==> config.mk <==
export PLATFORM = sky130hd
export DESIGN_NAME = pipe_stage_chain_flat
export DESIGN_NICKNAME = d
export VERILOG_FILES = /design/src/rtl/pipe_stage_chain_if.sv /design/src/rtl/pipe_stage_chain.sv /design/src/flat_wrapper.sv
export SDC_FILE = /design/constraint.sdc
export NUM_CORES = 1
export LEC_CHECK = 0
export CAP_MARGIN = 20
export CELL_PAD_IN_SITES_DETAIL_PLACEMENT = 1
export CELL_PAD_IN_SITES_GLOBAL_PLACEMENT = 2
export CORE_AREA = 2 2 100 64
export CTS_CLUSTER_SIZE = 16
export DETAILED_ROUTE_END_ITERATION = 10
export DIE_AREA = 0 0 102 66
export MAX_ROUTING_LAYER = met4
export PLACE_DENSITY = 0.81
export SLEW_MARGIN = 20
export SYNTH_ARGS = -nofsm -noshare
export SYNTH_HDL_FRONTEND = slang
export SYNTH_SLANG_ARGS = --single-unit
==> constraint.sdc <==
create_clock -name clk -period 2.1 [get_ports clk]
set_clock_uncertainty 0.2 [all_clocks]
set_input_delay 0.63 -clock clk [delete_from_list [all_inputs] [get_ports clk]]
set_output_delay 0.63 -clock clk [all_outputs]
set_load 0.02 [all_outputs]
==> src/rtl/pipe_stage_chain_if.sv <==
// pipe_stage_chain_if
// Handshake bundle for pipe_stage_chain.
//   flush                : synchronous clear of every stage
//   in_valid/in_ready    : upstream offer / chain accept
//   in_data              : upstream payload (WIDTH bits)
//   out_valid/out_ready  : chain offer / downstream accept
//   out_data             : payload of the last stage
//   count                : number of occupied stages
// Modports: master = upstream/downstream environment, slave = the chain.
interface pipe_stage_chain_if #(
  parameter int WIDTH = 16,
  parameter int DEPTH = 2
) ();
  logic                       flush;
  logic                       in_valid;
  logic                       in_ready;
  logic [WIDTH-1:0]           in_data;
  logic                       out_valid;
  logic                       out_ready;
  logic [WIDTH-1:0]           out_data;
  logic [$clog2(DEPTH+1)-1:0] count;

  modport master (
    output flush, in_valid, in_data, out_ready,
    input  in_ready, out_valid, out_data, count
  );

  modport slave (
    input  flush, in_valid, in_data, out_ready,
    output in_ready, out_valid, out_data, count
  );
endinterface

==> src/rtl/pipe_stage_chain.sv <==
// pipe_stage_chain
// Bubble-collapsing chain of DEPTH payload registers with valid/ready at both
// ends. Each stage advances whenever it is empty or the stage after it is
// advancing, so empty slots fill even while the output is stalled.
// Ports:
//   clk    : clock, all state updates on the rising edge
//   rst_n  : asynchronous active-low reset (all stages empty, data RST_VAL)
//   bus    : pipe_stage_chain_if.slave (flush, in/out handshakes, count)
module pipe_stage_chain #(
  parameter int              WIDTH   = 16,
  parameter int              DEPTH   = 2,
  parameter logic [WIDTH-1:0] RST_VAL = '0
) (
  input  logic              clk,
  input  logic              rst_n,
  pipe_stage_chain_if.slave bus
);

  localparam int CW = $clog2(DEPTH+1);

  logic [DEPTH-1:0] v;
  logic [WIDTH-1:0] d     [DEPTH];
  logic [DEPTH-1:0] src_v;
  logic [WIDTH-1:0] src_d [DEPTH];
  logic [DEPTH-1:0] v_nxt;
  logic [DEPTH:0]   r;
  logic             in_ready_i;
  logic [CW-1:0]    count_q;
  logic [CW-1:0]    count_nxt;

  // Ready ripples from the output end back to the input end; a stage can
  // take new data if it is empty or its own content is moving on.
  always_comb begin
    r        = '0;
    r[DEPTH] = bus.out_ready;
    for (int i = DEPTH - 1; i >= 0; i--) begin
      r[i] = ~v[i] | r[i+1];
    end
  end

  // rst_n is folded in so in_ready reads low while reset is held.
  assign in_ready_i = r[0] & ~bus.flush & rst_n;

  always_comb begin
    src_v = '0;
    for (int i = 0; i < DEPTH; i++) begin
      src_d[i] = '0;
    end
    src_v[0] = bus.in_valid & in_ready_i;
    src_d[0] = bus.in_data;
    for (int i = 1; i < DEPTH; i++) begin
      src_v[i] = v[i-1];
      src_d[i] = d[i-1];
    end
  end

  // Next valid vector, used only to keep count registered alongside v.
  always_comb begin
    v_nxt     = '0;
    count_nxt = '0;
    for (int i = 0; i < DEPTH; i++) begin
      v_nxt[i]  = bus.flush ? 1'b0 : (r[i] ? src_v[i] : v[i]);
      count_nxt = count_nxt + CW'(v_nxt[i]);
    end
  end

  always_ff @(posedge clk or negedge rst_n) begin
    if (!rst_n) begin
      v       <= '0;
      count_q <= '0;
      for (int i = 0; i < DEPTH; i++) begin
        d[i] <= RST_VAL;
      end
    end else if (bus.flush) begin
      v       <= '0;
      count_q <= '0;
      for (int i = 0; i < DEPTH; i++) begin
        d[i] <= RST_VAL;
      end
    end else begin
      count_q <= count_nxt;
      for (int i = 0; i < DEPTH; i++) begin
        if (r[i]) begin
          v[i] <= src_v[i];
          d[i] <= src_d[i];
        end
      end
    end
  end

  assign bus.in_ready  = in_ready_i;
  assign bus.out_valid = v[DEPTH-1] & ~bus.flush;
  assign bus.out_data  = d[DEPTH-1];
  assign bus.count     = count_q;

endmodule

==> src/flat_wrapper.sv <==
// flat-port wrapper written by rule: the top's interface ports become plain ports
module pipe_stage_chain_flat 
#(
  parameter int              WIDTH   = 16,
  parameter int              DEPTH   = 2,
  parameter logic [WIDTH-1:0] RST_VAL = '0
)
  (clk, rst_n, bus_flush, bus_in_valid, bus_in_data, bus_out_ready, bus_in_ready, bus_out_valid, bus_out_data, bus_count);
  pipe_stage_chain_if #(.WIDTH(WIDTH), .DEPTH(DEPTH)) bus_i ();
  input  logic clk;
  input  logic rst_n;
  input wire logic [$bits(bus_i.flush)-1:0] bus_flush;
  input wire logic [$bits(bus_i.in_valid)-1:0] bus_in_valid;
  input wire logic [$bits(bus_i.in_data)-1:0] bus_in_data;
  input wire logic [$bits(bus_i.out_ready)-1:0] bus_out_ready;
  output wire logic [$bits(bus_i.in_ready)-1:0] bus_in_ready;
  output wire logic [$bits(bus_i.out_valid)-1:0] bus_out_valid;
  output wire logic [$bits(bus_i.out_data)-1:0] bus_out_data;
  output wire logic [$bits(bus_i.count)-1:0] bus_count;
  assign bus_i.flush = bus_flush;
  assign bus_i.in_valid = bus_in_valid;
  assign bus_i.in_data = bus_in_data;
  assign bus_i.out_ready = bus_out_ready;
  assign bus_in_ready = bus_i.in_ready;
  assign bus_out_valid = bus_i.out_valid;
  assign bus_out_data = bus_i.out_data;
  assign bus_count = bus_i.count;
  pipe_stage_chain #(.WIDTH(WIDTH), .DEPTH(DEPTH), .RST_VAL(RST_VAL)) u_core (.clk(clk), .rst_n(rst_n), .bus(bus_i));
endmodule
==> results of run 1 <==
worst max path at each step:
stage / start / end / slack [ns]
2_1_floorplan: bus_out_ready / bus_in_ready / -0.05
3_3_place_gp: bus_out_ready / bus_in_ready / -0.92
3_5_place_dp: bus_out_ready / bus_in_ready / -0.93
4_1_cts: bus_out_ready / bus_in_ready / -0.03
5_1_grt: u_core.v[0]$_DFF_PN0_ / bus_in_ready / -0.04
6_report: bus_out_ready / bus_in_ready / 0.002
power groups by stage:
stage / clock network [mW] / registers (mW) / logic [mW]
2_1_floorplan: 0 / 0.752 / 0.0940
3_3_place_gp: 0 / 0.753 / 0.175
3_5_place_dp: 0 / 0.754 / 0.176
4_1_cts: 0.484 / 0.740 / 0.176
5_1_grt: 0.522 / 0.743 / 0.188
6_report: 0.453 / 0.740 / 0.170
routing by layer:
layer / wire [um] / global-route usage, % / share of wire (%) / vias up
li1: - / - / - / 586
met1: 1962 / 18.12 / 53 / 536
met2: 1517 / 15.63 / 41 / 29
met3: 196 / 4.228 / 5.3 / 5
met4: 41 / 4.000 / 1.1 / 0
met5: 0 / - / 0 / -
sequential cells by signal, summed over array words and instances, names as in the netlist:
| signal | flops |
|---|---|
| u_core.v | 2 |
| u_core.bus.out_data | 16 |
| u_core.d | 16 |
| u_core.bus.count | 2 |
per-stage QoR:
step	hold WS [ns]	std cells
floorplan	0.1344	172
global placement	0.3082	278
detailed placement	0.3151	278
CTS	0.2675	285
global route	0.2712	285
finish	0.2464	285
placed cells by master (no fill, tap or decap):
| cell | n |
|---|---|
| dfrtp_1 | 36 |
| dlymetal6s2s_1 | 16 |
| ha_1 | 1 |
| nor2b_1 | 3 |
| nor3b_4 | 1 |
| nand3b_2 | 1 |
| clkbuf_8 | 5 |
| dlygate4sd2_1 | 2 |
| buf_2 | 2 |
| nand2b_1 | 1 |
| and2b_1 | 1 |
| a21oi_2 | 9 |
| buf_8 | 1 |
| clkinv_2 | 1 |
| nor2_1 | 2 |
| clkbuf_2 | 1 |
| buf_6 | 1 |
| nand2_2 | 1 |
| buf_12 | 1 |
| nand2_1 | 64 |
| clkbuf_1 | 1 |
| and3b_2 | 1 |
| clkdlybuf4s50_1 | 17 |
| a21oi_1 | 24 |
| buf_4 | 8 |
repair_timing:
action	4_1_cts	5_1_grt
gates resized for setup	15	19
pin swaps	1	1
hold buffers	0	0
setup endpoints to repair	4	18
logic make-up (layout without fill, tap and decap cells):
family,Yosys count,count (layout),share of synthesized area (%)
adder cells (fa/ha/maj),1,1,0.7650
flip-flops,36,36,55.09
AND/OR/NAND/NOR,75,75,19.51
buffers and inverters,27,56,12.47
AO/OA/AOI/OAI,33,33,12.17
area by class of cell:
| cell class | count | area, um2 |
|---|---|---|
| fillers | 682 | 3705 |
| flip-flops and latches | 36 | 900.9 |
| multi-input cells | 109 | 538.0 |
| repair buffers | 49 | 509.2 |
| well taps | 84 | 105.1 |
| clock buffers | 6 | 72.57 |
| clock inverters | 1 | 5.005 |
worst register-to-register path, cell delays in order, from the launching register on:
cell,delay (ns)
dfrtp_1,0.37
buf_4,0.15
and2b_1,0.17
nor2_1,0.09
nor2_1,0.06
ha_1,0.30
nor2b_1,0.12
==> out/metrics.csv, run 1 <==
metric,value,unit
R2R setup slack,0.51,ns
HPWL after DPL,2465,um
post-synth top area share,55.09,%
most frequent cell after synthesis,nand2_1,
Final Wtd Congestion,0.6936,
Synth Net Count,194,
Slowest Stage Delay on Critical Path,0.22,ns
"CTS clk-pin slew, worst paths",0.07,ns
Reg power frac,54.3,%
outcome,"finished, final reports clean",
Yosys cell types,20,
Reg2Reg Depth,6,
"Core Util, Final",36.51,%
die width,102,um
latest clock arrival within the worst-skew pair,0.28,ns
largest net degree at the start of global routing,38,
die area,6732,um2
post-synthesis register bit count,36,
crit-path max FO,4,
cells after synthesis,172,
initial DRC count,28,
Post-Route WL,3718,um
DP Area,2013,um2
yosys warns,0,
Pre-Repair DR Iteration Count,4,
RSZ-0062 raised after global routing,yes,
crit path buf inv count,2,
IO Pins,41,
Syn-to-layout area delta,30.30,%
GRT Total Usage,12.37,%
max-cap viol count,0,
Hold Path Class,input pin to async pin,
dominant synthesized flop cell,dfrtp_1,
"FFs w/ async S/R, synth",100.0,%
Fin. Hold Viols,0,
Final Instance Area,2131,um2
Clock power frac,33.2,%
row count,22,
PD cells,639.7,nW/um2
final layout net count,223,
vias in the first global route,1166,
clk sinks,36,
Setup Viol. Count Final,0,
reg2reg end,u_core.bus.count[0]$_DFF_PN0_,
crit-path cells,buf_8 -> and3b_2 -> nor3b_4 -> buf_6,
CTS tree,built,
post-route ant nets,0,
critical path required time,1.27,ns
number of flops mapped to enable cells by yosys,0,
drt wl/cell,13.05,um
Core ar.,5836,um2
Vert. Die Dim,66,um
GRT Residual Overflow,0,
Commonest cells post-synth,"64 x nand2_1, 36 x dfrtp_1, 24 x a21oi_1",
total internal power,1.033,mW
Slew Limit Fails,0,
Sw Ratio,24.24,%
Final Total Pwr,1.363,mW
Residual DRC,0,
via count,1156,
Post-CTS Setup Inserts,0,
period utilization,99.91,%
"Cell Area, Synth",1635,um2
crit path DAT,1.27,ns
pre-CTS setup slack,-0.9334,ns
WS Path Type,input pin to primary output,
ratio of cells with drive above 1 in the final layout,16.42,%
Worst Tran Pin Value,0.4763,ns
Worst path depth,4,
Psw,330.4,uW
diode count,0,
post-route setup slack,0.001976,ns
Worst slew margin,68.25,%
vias per std cell,4.056,
Worst VDD drop,204.9,uV
I/O Buffers,40,
first-pass GRT wire length,5975,um
crit-path leading delay family,simple AND/OR/NAND/NOR gates,
combinational share of power,12.5,%
clk buf depth,2,
"Seq/Total Area, Yosys",55.09,%
CTS buffer count,5,
Starting Density,28.02,%
crit path capture type,primary output,
initial antenna violation count,0,
element type at the critical path start,input pin,
Fmax,0.4766,GHz
Final min period,2.098,ns
Root Driver,clkbuf_8,
Synth area leader,dfrtp_1,
worst r2r src,u_core.v[1]$_DFF_PN0_,
final setup TNS,0,ns
Slowest cell on crit path,and3b_2,
post-synthesis average cell area,9.508,um2
dominant cells by area after synthesis,"dfrtp_1 55%, nand2_1 15%, buf_4 8.3%",
# H-tree levels,2,
P_leak,1.201,nW
Power figures use the tool's default switching activity.
==> run 2, diff against run 1 <==
--- a/config.mk
+++ b/config.mk
@@ -20 +20,2 @@
 export SYNTH_SLANG_ARGS = --single-unit
+export TNS_END_PERCENT = 10
--- a/constraint.sdc
+++ b/constraint.sdc
@@ -4,2 +4,2 @@
 set_output_delay 0.63 -clock clk [all_outputs]
-set_load 0.02 [all_outputs]
+set_load 0.01 [all_outputs]
==> run 2 against run 1 <==
Non-clock buffer count decreased by 1. Critical path depth unchanged. Cell count unchanged. Count of clock-buffer cells in the layout increased by 1. Maximum frequency grew 1.1%. Clock power rose by 13%. Routed wire length is 2.2% higher. Sequential share of layout area rose by 0.78 points. Power rose by 3.5%. Via count is 4.2% higher. Worst hold slack gained 0.0062 ns. Largest cell class unchanged.
==> out/metrics.csv, run 2 (same netlist as run 1, synthesis figures left out) <==
metric,value,unit
DP Area,1999,um2
R2R setup slack,0.51,ns
Starting Density,28.02,%
Reg2Reg Depth,6,
initial antenna violation count,0,
max-cap viol count,0,
CTS buffer count,5,
I/O Buffers,40,
Post-CTS Setup Inserts,0,
P_leak,0.9296,nW
period utilization,98.79,%
Worst Tran Pin Value,0.4764,ns
clk sinks,36,
Worst slew margin,68.24,%
WS Path Type,input pin to primary output,
Final Instance Area,2092,um2
Final min period,2.075,ns
Fin. Hold Viols,0,
Root Driver,clkbuf_8,
die width,102,um
Pre-Repair DR Iteration Count,4,
via count,1205,
number of fill cells,695,
Core ar.,5836,um2
Vert. Die Dim,66,um
Slew Limit Fails,0,
RSZ-0062 raised after global routing,yes,
PD cells,674.7,nW/um2
element type at the critical path start,input pin,
vias in the first global route,1303,
crit-path max FO,4,
CTS tree,built,
IO Pins,41,
"CTS clk-pin slew, worst paths",0.08,ns
cts hold-fix bufs,0,
Residual DRC,0,
reg2reg end,u_core.bus.count[0]$_DFF_PN0_,
# H-tree levels,2,
final layout net count,222,
vias per std cell,4.228,
critical path required time,1.27,ns
largest net degree at the start of global routing,38,
ratio of cells with drive above 1 in the final layout,15.42,%
crit path DAT,1.24,ns
row count,22,
Setup Viol. Count Final,0,
worst r2r src,u_core.v[1]$_DFF_PN0_,
initial DRC count,41,
clk buf depth,2,
outcome,"finished, final reports clean",
Worst VDD drop,212.4,uV
"most common cell after layout, fill and taps aside",nand2_1,
Final Wtd Congestion,0.6870,
GRT Total Usage,12.96,%
die area,6732,um2
Fmax,0.4820,GHz
Hold Path Class,input pin to async pin,
drt wl/cell,13.34,um
HPWL after DPL,2531,um
post-route ant nets,0,
Syn-to-layout area delta,27.93,%
Post-Route WL,3801,um
crit path capture type,primary output,
diode count,0,
Final Total Pwr,1.411,mW
first-pass GRT wire length,6465,um
latest clock arrival within the worst-skew pair,0.28,ns
GRT Residual Overflow,0,
"commonest non-fill, non-tap cells in the layout","64 x nand2_1, 36 x dfrtp_1, 35 x clkdlybuf4s50_1, 24 x a21oi_1, 9 x a21oi_2",
run 2: cell types whose count changed in the layout (fill, tap and decap cells not counted), sizes merged:
cell	previous run	this run
clkdlybuf4s50	17	35
dlymetal6s2s	16	0
buf	13	12
clkinv	1	0
clkinvlp	0	1
dlygate4sd2	2	1
run 2: final cells by class:
class                   count  area, um2  share of cell area [%]
multi-input cells         109      530.5                   25.36
clock inverters             1      7.507                  0.3589
clock buffers               7      86.33                   4.127
well taps                  84      105.1                   5.024
repair buffers             48      461.7                   22.07
flip-flops and latches     36      900.9                   43.06
run 2: how the worst max path moves through the flow:
stage | from | endpoint | slack (ns)
2_1_floorplan | bus_out_ready | bus_in_ready | 0.007
3_3_place_gp | bus_out_ready | bus_in_ready | -0.85
6_report | bus_out_ready | bus_in_ready | 0.03
3_5_place_dp | bus_out_ready | bus_in_ready | -0.89
5_1_grt | bus_out_ready | bus_in_ready | -0.02
4_1_cts | bus_out_ready | bus_in_ready | -0.03
run 2: stage by stage:
| step | TNS (ns) | hold slack, ns | setup WS [ns] | utilization [%] | std cells |
|---|---|---|---|---|---|
| after CTS | -0.02881 | 0.2619 | -0.02881 | 35.78 | 285 |
| after global routing | -0.01969 | 0.2785 | -0.01969 | 35.85 | 285 |
| final | 0 | 0.2526 | 0.02540 | 35.85 | 285 |
| after detailed placement | -1.354 | 0.3160 | -0.8878 | 34.26 | 277 |
| after floorplan | 0 | 0.1344 | 0.006983 | - | 172 |
| after global placement | -1.202 | 0.3084 | -0.8499 | 34.26 | 277 |
run 2: worst max-delay path, stage by stage:
cell	delay (ns)
buf_8	0.07
and3b_1	0.19
nor3b_2	0.19
buf_2	0.16
run 2: where the power goes:
part | internal (mW) | switching [mW] | total (mW)
logic | 0.0839 | 0.0756 | 0.159
registers | 0.724 | 0.0159 | 0.740
clock network | 0.267 | 0.245 | 0.512
run 2: metal layers:
layer / GRT usage (%) / routed length, um / up-vias
met2: 18.59 / 1607 / 33
met5: - / 0 / -
met1: 18.07 / 1992 / 588
met4: 4.500 / 27 / 0
li1: - / - / 582
met3: 2.854 / 174 / 2
run 2: what timing repair did:
item / 4_1_cts / 5_1_grt
endpoints found under the setup margin: 2 / 1
pin swaps: 1 / 1
gates cloned: 0 / 0
gates resized for setup: 10 / 1
